$ cat src/rtl/normalizer.sv
// Normalize / round-to-nearest-even / pack stage producing an IEEE-754 binary32 word.
// Takes a raw sign/exponent/mantissa result from the adder-side datapath and emits z_o plus exception flags.
//
// state | meaning
// ------+----------------------------------------------------------
// IDLE  | waiting for data_valid_i; operands captured on the strobe
// NORM  | specials resolved, else one-bit-per-cycle normalize shift
// ROUND | round-to-nearest-even, range check, pack
// DONE  | data_valid_o pulse; z_o and flags hold the new result
module normalizer (
  input  logic        clk_i,
  input  logic        rst_i,
  input  logic        data_valid_i,
  input  logic        sign_i,
  input  logic [9:0]  exp_i,
  input  logic [26:0] mant_i,
  input  logic        inf_i,
  input  logic        nan_i,
  output logic        data_valid_o,
  output logic        busy_o,
  output logic [31:0] z_o,
  output logic        except_invalid_operation_o,
  output logic        except_overflow_o,
  output logic        except_underflow_o,
  output logic        except_inexact_o
);

  localparam logic [1:0] IDLE  = 2'd0;
  localparam logic [1:0] NORM  = 2'd1;
  localparam logic [1:0] ROUND = 2'd2;
  localparam logic [1:0] DONE  = 2'd3;

  logic [1:0]         state_q, state_d;
  logic               sign_q, inf_q, nan_q;
  // Two extra bits so carry/left-shift adjustments never wrap past -512..511.
  logic signed [11:0] exp_q;
  logic [26:0]        mant_q;

  logic               round_up, rnd_carry;
  logic [24:0]        rnd_sum;
  logic [22:0]        frac_rnd;
  logic signed [11:0] exp_rnd;

  logic [31:0]        z_d;
  logic               inv_d, ovf_d, unf_d, inx_d;

  always_comb begin
    state_d   = state_q;
    z_d       = z_o;
    inv_d     = 1'b0;
    ovf_d     = 1'b0;
    unf_d     = 1'b0;
    inx_d     = 1'b0;
    round_up  = mant_q[1] & (mant_q[0] | mant_q[2]);
    rnd_sum   = mant_q[26:2] + {24'd0, round_up};
    rnd_carry = rnd_sum[24];
    frac_rnd  = rnd_carry ? rnd_sum[23:1] : rnd_sum[22:0];
    exp_rnd   = exp_q + $signed({11'd0, rnd_carry});

    case (state_q)
      IDLE: begin
        if (data_valid_i) state_d = NORM;
      end
      NORM: begin
        if (nan_q) begin
          z_d     = 32'h7FFF_FFFF;
          inv_d   = 1'b1;
          state_d = DONE;
        end else if (inf_q) begin
          z_d     = {sign_q, 8'hFF, 23'd0};
          state_d = DONE;
        end else if (mant_q == 27'd0) begin
          z_d     = {sign_q, 31'd0};
          state_d = DONE;
        end else if (mant_q[26] || mant_q[25]) begin
          state_d = ROUND;
        end
      end
      ROUND: begin
        state_d = DONE;
        inx_d   = mant_q[1] | mant_q[0];
        if (exp_rnd >= 12'sd255) begin
          z_d   = {sign_q, 8'hFF, 23'd0};
          ovf_d = 1'b1;
          inx_d = 1'b1;
        end else if (exp_rnd <= 12'sd0) begin
          z_d   = {sign_q, 31'd0};
          unf_d = 1'b1;
          inx_d = 1'b1;
        end else begin
          z_d = {sign_q, exp_rnd[7:0], frac_rnd};
        end
      end
      DONE:    state_d = IDLE;
      default: state_d = IDLE;
    endcase
  end

  always_ff @(posedge clk_i or posedge rst_i) begin
    if (rst_i) begin
      state_q                    <= IDLE;
      sign_q                     <= 1'b0;
      inf_q                      <= 1'b0;
      nan_q                      <= 1'b0;
      exp_q                      <= 12'sd0;
      mant_q                     <= 27'd0;
      busy_o                     <= 1'b0;
      data_valid_o               <= 1'b0;
      z_o                        <= 32'd0;
      except_invalid_operation_o <= 1'b0;
      except_overflow_o          <= 1'b0;
      except_underflow_o         <= 1'b0;
      except_inexact_o           <= 1'b0;
    end else begin
      state_q      <= state_d;
      busy_o       <= (state_d != IDLE);
      data_valid_o <= (state_d == DONE);
      if (state_d == DONE) begin
        z_o                        <= z_d;
        except_invalid_operation_o <= inv_d;
        except_overflow_o          <= ovf_d;
        except_underflow_o         <= unf_d;
        except_inexact_o           <= inx_d;
      end
      case (state_q)
        IDLE: begin
          if (data_valid_i) begin
            sign_q <= sign_i;
            exp_q  <= {{2{exp_i[9]}}, exp_i};
            mant_q <= mant_i;
            inf_q  <= inf_i;
            nan_q  <= nan_i;
          end
        end
        NORM: begin
          if (!nan_q && !inf_q && (mant_q != 27'd0)) begin
            if (mant_q[26]) begin
              // Old guard drops into the sticky slot; old sticky is folded in.
              mant_q <= {1'b0, mant_q[26:2], mant_q[1] | mant_q[0]};
              exp_q  <= exp_q + 12'sd1;
            end else if (!mant_q[25]) begin
              mant_q <= {mant_q[25:0], 1'b0};
              exp_q  <= exp_q - 12'sd1;
            end
          end
        end
        default: ;
      endcase
    end
  end

endmodule

$ cat config.mk
export PLATFORM = sky130hd
export DESIGN_NAME = normalizer
export DESIGN_NICKNAME = d
export VERILOG_FILES = /design/src/rtl/normalizer.sv
export SDC_FILE = /design/constraint.sdc
export NUM_CORES = 1
export LEC_CHECK = 0
export CORE_MARGIN = 5
export CORE_UTILIZATION = 56
export CTS_BUF_LIST = sky130_fd_sc_hd__clkbuf_16
export CTS_CLUSTER_DIAMETER = 100
export CTS_CLUSTER_SIZE = 12
export DETAILED_ROUTE_END_ITERATION = 6
export PLACE_DENSITY = 0.81
export SLEW_MARGIN = 20
export SYNTH_ARGS = -nofsm -noshare
export SYNTH_HDL_FRONTEND = slang
export SYNTH_SLANG_ARGS = --single-unit
$ cat constraint.sdc
create_clock -name clk_i -period 5.18 [get_ports clk_i]
set_clock_uncertainty 0.2 [all_clocks]
set_input_delay 1.036 -clock clk_i [delete_from_list [all_inputs] [get_ports clk_i]]
set_output_delay 1.036 -clock clk_i [all_outputs]
set_load 0.005 [all_outputs]
==> summary.txt, run 1 <==
Run status
  – Run status: finished, final reports clean

Worst setup path
  – R2r endpoint: z_o[17]
  – Worst path required time: approximately 5.3 ns
  – Worst path arrival time: about 4.8 ns
  – Worst stage delay on the critical path: approximately 0.64 ns
  – Crit path launch type: flip-flop
  – Crit end category: flip-flop
  – Reg2reg start: mant_q[18]
  – Worst R2R Path Depth: 14
  – Top delay family on crit path: simple AND/OR/NAND/NOR gates
  – CP max-delay cell: dfrtp_1
  – Worst setup path class: reg -> reg
  – Maximum net fanout on the critical path: 19
  – Reg2Reg Setup Slack: roughly 0.42 ns
  – Crit-path cells: and4_1 > and4_1 > a31oi_1 > nor2_4 > inv_2 > ha_1 > ha_1 > and3_1 > a2111o_1 > and3_1 > a31oi_4 > nand4_4 > a2111oi_0 > o31a_1
  – Crit path buf inv count: 1

Floorplanning
  – Die W: 113 um
  – Total die area: around 13000 sq um
  – Cell Rows: 37
  – Initial core utilization: 0.576
  – # IOs: a little over 80
  – Core ar.: just over 10000 sq um
  – Chip height: approximately 110 um

STA
  – Max Fclk: 0.210 GHz
  – Headroom to the max-slew limit: 0.365
  – Setup TNS: 0 ns
  – # setup viols final: 0
  – Final hold vios: 0
  – Tmin final: about 4.8 ns
  – Worst Tran Pin Value: 0.945 ns
  – Fin crit share: 0.919
  – RSZ-0062 raised after global routing: false
  – Final number of max-transition violations: 0

Global route
  – Total grt overflow: 0
  – Global-route wire length before repair: around 28 mm
  – Vias in the first global route: around 5.4k
  – Initial antenna violation count: 0
  – Overall routing resource usage: 0.263
  – Pin count of the biggest net entering global routing: 67

Route
  – Routed wire length: approximately 17 mm
  – Initial DRC count: ~500
  – Final ANT Viol Nets: 0
  – Routed length per placed instance: 18.9 um
  – Drt pass-1 iters: 5
  – Vias per inst: 6.47
  – DRC Markers: 0
  – Routed vias: 5779

Synth
  – Commonest register cell after synthesis: dfrtp_1
  – Sequential area share after synthesis: 0.345
  – Cells after Synth: ~720
  – Mapped Area: 5950 sq um
  – Syn Area/Cell: 8.31 sq um
  – Synth Net Count: 776
  – Netlist cell types: 70
  – Post-synth EDFFs: 0
  – Post-synthesis register bit count: 82
  – Yosys Warn Count: 0
  – Ys async rst share: 1.00

Finish
  – Area Growth Syn to Fin: 18.3%
  – Area of the multi-input gates: approximately 3600 sq um
  – ANT cells: 0
  – Share of layout cells above drive strength 1: 0.0581
  – Number of fill cells in the layout: 838
  – Final nets: just over 800
  – Non-filler cells, final: 893
  – Util after Layout: 0.682
  – Final Cell Area: ~7000 sq um
  – Seq. cell area: just over 2000 sq um

Clock network
  – H-Tree Depth: 3
  – CTS tree: done
  – Setup bufs post-CTS: 0
  – Hold buffers post-CTS: 0
  – Clock root buffer master: clkbuf_16
  – CTS buffer count: 9
  – Worst-path clk slew: approximately 0.070 ns
  – Post-CTS resize count: 0
  – Clock buffer depth: 2
  – Clk_lat worst skew: between 0.3 and 0.4 ns
  – Clock Sinks: between 80 and 90

Power
  – Leakage: 2.75 nW
  – Power per cell area: between 700 and 800 nW/um^2
  – Peak supply drop: between 0.4 and 0.5 mV

Min path
  – Hold Path Stages: 2
  – Capture endpoint of the worst hold path: z_o[31]
  – Hold Crit Start: z_o[31]
  – Worst hold path type: reg -> reg

Place
  – Placed cells: just under 900
  – Gpl congestion: ~0.92
  – Port-buffer cells: 80
  – DPL Wire Length: 12.1 mm
  – Area of placed instances: between 6000 and 7000 sq um

Flow run
  – Max_cap viols: 0
-- sequential cells by signal (all words and copies together), names as in the netlist --
name                        flops
except_invalid_operation_o      1
except_overflow_o               1
z_o                            32
except_underflow_o              1
busy_o                          1
mant_q                         27
inf_q                           1
sign_q                          1
except_inexact_o                1
exp_q                          12
state_q                         2
data_valid_o                    1
nan_q                           1
-- Yosys cell counts, types with 5 or more instances --
library cell | n | share of area
nand2_1 | 83 | 0.052
dfrtp_1 | 82 | 0.34
nor2_1 | 70 | 0.044
o21ai_0 | 48 | 0.040
clkbuf_1 | 38 | 0.024
a21oi_1 | 27 | 0.023
a221oi_1 | 22 | 0.032
nand3_1 | 21 | 0.018
o31ai_1 | 21 | 0.026
xnor2_1 | 21 | 0.031
buf_2 | 19 | 0.016
a211oi_1 | 18 | 0.023
and3_1 | 18 | 0.019
o22a_1 | 18 | 0.026
ha_1 | 16 | 0.034
inv_1 | 15 | 0.0095
nor3_1 | 15 | 0.013
a31oi_1 | 13 | 0.014
nand4_1 | 13 | 0.014
mux2i_1 | 12 | 0.020
a221o_1 | 11 | 0.019
nor4_1 | 11 | 0.012
and4_1 | 9 | 0.013
o211ai_1 | 6 | 0.0076
xor2_1 | 6 | 0.0088
and2_1 | 5 | 0.0053
nand2b_1 | 5 | 0.0053
o21a_1 | 5 | 0.0063
-- cell type report --
cell class / instances / area share
Inverter: 17 / 0.00924
Multi-Input combinational cell: 553 / 0.506
Clock inverter: 7 / 0.0135
Tap cell: 136 / 0.0242
Sequential cell: 82 / 0.292
Clock buffer: 9 / 0.0320
Timing Repair Buffer: 89 / 0.123
-- metrics by stage --
step	hold slack, ns	worst slack (ns)	total power [mW]
after floorplan	0.261	0.741	3.40
after CTS	0.274	0.458	4.92
after global placement	0.253	0.720	4.11
after global routing	0.299	0.0412	5.35
final	0.271	0.420	4.96
after detailed placement	0.260	0.489	4.21
-- metal layers --
metal	global-route usage	up-vias	share of wire
met3	0.0417	26	0.075
met5	0	-	0
met4	0.0801	0	0.018
met1	0.394	2728	0.47
li1	-	2760	-
met2	0.392	265	0.44
-- kinds of logic after synthesis --
kind of cell               count (synthesis)  share of synthesized area
AOI/OAI and AO/OA                        226                      0.270
xor gates and xnor gates                  27                     0.0397
adders and majority gates                 17                     0.0370
buffers and inverters                     81                     0.0576
DFF                                       82                      0.345
muxes                                     16                     0.0278
and+or+nand+nor                          267                      0.223
-- tightest hold or removal path: stages (launching register included) --
cell     delay (ns)
dfrtp_1        0.34
nand2_1        0.05
nand2_1        0.05
-- worst max path at each step --
stage / endpoint / startpoint / cells past startpoint / slack [ns]
after detailed placement: z_o[17] / mant_q[1] / 16 / 0.49
final: z_o[17] / mant_q[18] / 14 / 0.42
after CTS: z_o[17] / mant_q[1] / 16 / 0.46
after floorplan: z_o[13] / mant_q[1] / 19 / 0.74
after global placement: z_o[8] / mant_q[1] / 16 / 0.72
after global routing: z_o[17] / mant_q[1] / 16 / 0.04
-- report_power, final --
part | total (mW) | leakage [nW] | internal [mW] | switching [mW]
Clock | 0.698 | 0.161 | 0.422 | 0.276
Combinational | 2.80 | 1.61 | 1.26 | 1.54
Sequential | 1.47 | 0.984 | 0.959 | 0.508
-- cells in the final DEF, fill, tap and decap left out, drive strengths merged, types with 21 or more instances in the layout --
| master | instances |
|---|---|
| a21oi | 27 |
| a221oi | 22 |
| clkdlybuf4s50 | 80 |
| dfrtp | 82 |
| nand2 | 83 |
| nand3 | 22 |
| nor2 | 71 |
| o21ai | 51 |
| o31ai | 21 |
| xnor2 | 21 |
Power figures use the tool's default switching activity.
==> inputs of run 2 (changes only) <==
SETUP_SLACK_MARGIN = 0.4   (was unset)
==> run 2 against run 1 <==
Compared with the run above:
- routed wire length rose by 1.7%
- flip-flop and latch count did not move
- combinational power barely moved
- clock power barely moved
- register-to-register slack improved by 0.20 ns
- clock-buffer cell count did not move
- first-iteration DRC count fell by 2.6%
- sequential share of layout area fell by 0.30 points
==> summary.txt, run 2 (synthesized netlist as in run 1, its figures left out) <==
Place
  – Gpl congestion: 0.918 (unchanged)
  – Placed cells: 877 (unchanged)
  – DPL Wire Length: 12.1 mm (unchanged)
  – Port-buffer cells: 80 (unchanged)

Worst setup path
  – Crit end category: flip-flop
  – Worst stage delay on the critical path: 0.47 ns (-0.17 ns)
  – Worst path required time: 5.26 ns (about the same)
  – Cell mode on critical path: ha_1
  – Worst path arrival time: 4.63 ns (-0.21 ns)
  – Crit-path cells: and2_1 > ha_1 > nand3_1 > nor4_4 > a31oi_2 > nor2_4 > inv_4 > ha_1 > ha_1 > and3_1 > a2111o_1 > and3_1 > a31oi_4 > nand4_4 > buf_4 > a2111oi_2 > o31a_1
  – Crit path launch type: flip-flop
  – Crit path buf inv count: 2 (+1)
  – CP max-delay cell: dfrtp_1
  – Maximum net fanout on the critical path: 16 (-3)
  – Worst setup path class: reg -> reg
  – Top delay family on crit path: simple AND/OR/NAND/NOR gates

Clock network
  – Clock root buffer master: clkbuf_16
  – CTS tree: done
  – H-Tree Depth: 3 (unchanged)
  – CTS buffer count: 9 (unchanged)
  – Clock Sinks: 82 (unchanged)
  – Hold buffers post-CTS: 0 (unchanged)
  – Clk_lat worst skew: 0.35 ns (about the same)
  – Clock buffer depth: 2 (unchanged)
  – Worst-path clk slew: 0.07 ns (about the same)

Min path
  – Worst hold path type: reg -> reg

Finish
  – Area Growth Syn to Fin: 19.9%
  – Largest regs: z_o x32, mant_q x27, exp_q x12
  – Largest register FFs: 32 (unchanged)
  – Share of layout cells above drive strength 1: 0.0760 (+0.0179)
  – Most frequent cells in the layout: 82 x nand2_1, 80 x clkdlybuf4s50_1, 77 x dfrtp_1
  – Final nets: 818 (+0.74%)
  – Most flop-heavy register: z_o
  – ANT cells: 0 (unchanged)
  – Number of fill cells in the layout: 828 (-1.2%)
  – Non-filler cells, final: 899 (+0.67%)
  – Commonest non-fill, non-tap cell in the layout: nand2_1

Floorplanning
  – Total die area: 12800 sq um (unchanged)
  – Die W: 113 um (unchanged)
  – Cell Rows: 37 (unchanged)
  – Chip height: 113 um (unchanged)
  – Core ar.: 10300 sq um (unchanged)
  – Initial core utilization: 0.576 (unchanged)
  – # IOs: 81 (unchanged)

Global route
  – Global-route wire length before repair: 27.8 mm (unchanged)
  – Overall routing resource usage: 0.263 (unchanged)
  – Vias in the first global route: 5401 (unchanged)
  – Pin count of the biggest net entering global routing: 67 (unchanged)
  – Initial antenna violation count: 0 (unchanged)
  – Total grt overflow: 0 (unchanged)

STA
  – Headroom to the max-slew limit: 0.384 (+0.0191)
  – Tmin final: 4.56 ns (-0.204 ns)
  – # setup viols final: 0 (unchanged)
  – Final number of max-transition violations: 0 (unchanged)
  – Fin crit share: 0.880 (-0.0394)
  – Setup TNS: 0 ns (unchanged)
  – Final hold vios: 0 (unchanged)
  – RSZ-0062 raised after global routing: false
  – Worst Tran Pin Value: 0.917 ns (-0.0284 ns)
  – Max Fclk: 0.219 GHz (+4.5%)

Route
  – Final ANT Viol Nets: 0 (unchanged)
  – Vias per inst: 6.52 (+0.74%)
  – Routed wire length: 17.1 mm (+1.7%)
  – Routed length per placed instance: 19.1 um (+1.0%)
  – Drt pass-1 iters: 7 (+2)
  – Routed vias: 5861 (+1.4%)
  – Initial DRC count: 482 (-2.6%)
  – DRC Markers: 0 (unchanged)

Power
  – Power per cell area: 701 nW/um^2 (-0.63%)
  – Peak supply drop: 0.426 mV (about the same)
  – Leakage: 2.78 nW (+1.1%)

Flow run
  – Max_cap viols: 0 (unchanged)

Run status
  – Run status: finished, final reports clean
-- run 2: layout make-up --
class,instances,area (sq um),area share
timing repair buffer,94,906,0.127
tap,136,170,0.0239
multi-input combinational,554,3610,0.506
clock inverter,7,95.1,0.0133
inverter,17,67.6,0.00948
clock buffer,9,225,0.0316
sequential,82,2060,0.289
-- run 2: where the power goes --
group          switching (mW)  leakage, nW  total (mW)  internal, mW
clock                   0.274        0.161       0.696         0.422
sequential              0.507        0.979        1.47         0.963
combinational            1.56         1.64        2.83          1.27
total                    2.34         2.78        5.00          2.65
-- run 2: metrics by stage --
| step | setup WS, ns | power (mW) | hold slack [ns] | area, sq um | utilization |
|---|---|---|---|---|---|
| global route | 0.376 | 5.39 | 0.299 | 7130 | 0.691 |
| detailed placement | 0.489 | 4.21 | 0.260 | 6710 | 0.650 |
| floorplan | 0.741 | 3.40 | 0.261 | 5950 | - |
| finish | 0.624 | 5.00 | 0.272 | 7130 | 0.691 |
| global placement | 0.720 | 4.11 | 0.253 | 6710 | 0.650 |
| CTS | 0.458 | 4.92 | 0.274 | 7030 | 0.681 |
-- run 2: worst min-delay path, stage by stage (launching register included) --
cell and delay, ns:
dfrtp_1 0.34, nand2_1 0.05, nand2_1 0.05
-- run 2: what timing repair did --
action,CTS,global route
gates resized for setup,0,13
setup endpoints to repair,0,24
setup buffers,0,5
-- run 2: path summary, 6_finish.rpt --
path                       cells past startpoint       to      start  slack, ns
max in group asynchronous                      3  z_o[23]      rst_i       2.80
setup reg to reg                              17   z_o[9]  mant_q[2]       0.62
hold / removal                                 2  z_o[31]    z_o[31]       0.27
min in group asynchronous                      2  z_o[30]      rst_i       0.94
setup / recovery                              17   z_o[9]  mant_q[2]       0.62
hold reg to reg                                2  z_o[31]    z_o[31]       0.27
-- run 2: routing by layer --
layer / share of wire / vias to the layer above / track usage
met3: 0.077 / 24 / 0.0417
met1: 0.46 / 2776 / 0.394
met2: 0.45 / 285 / 0.392
li1: - / 2776 / -
met5: 0 / - / 0
met4: 0.018 / 0 / 0.0801
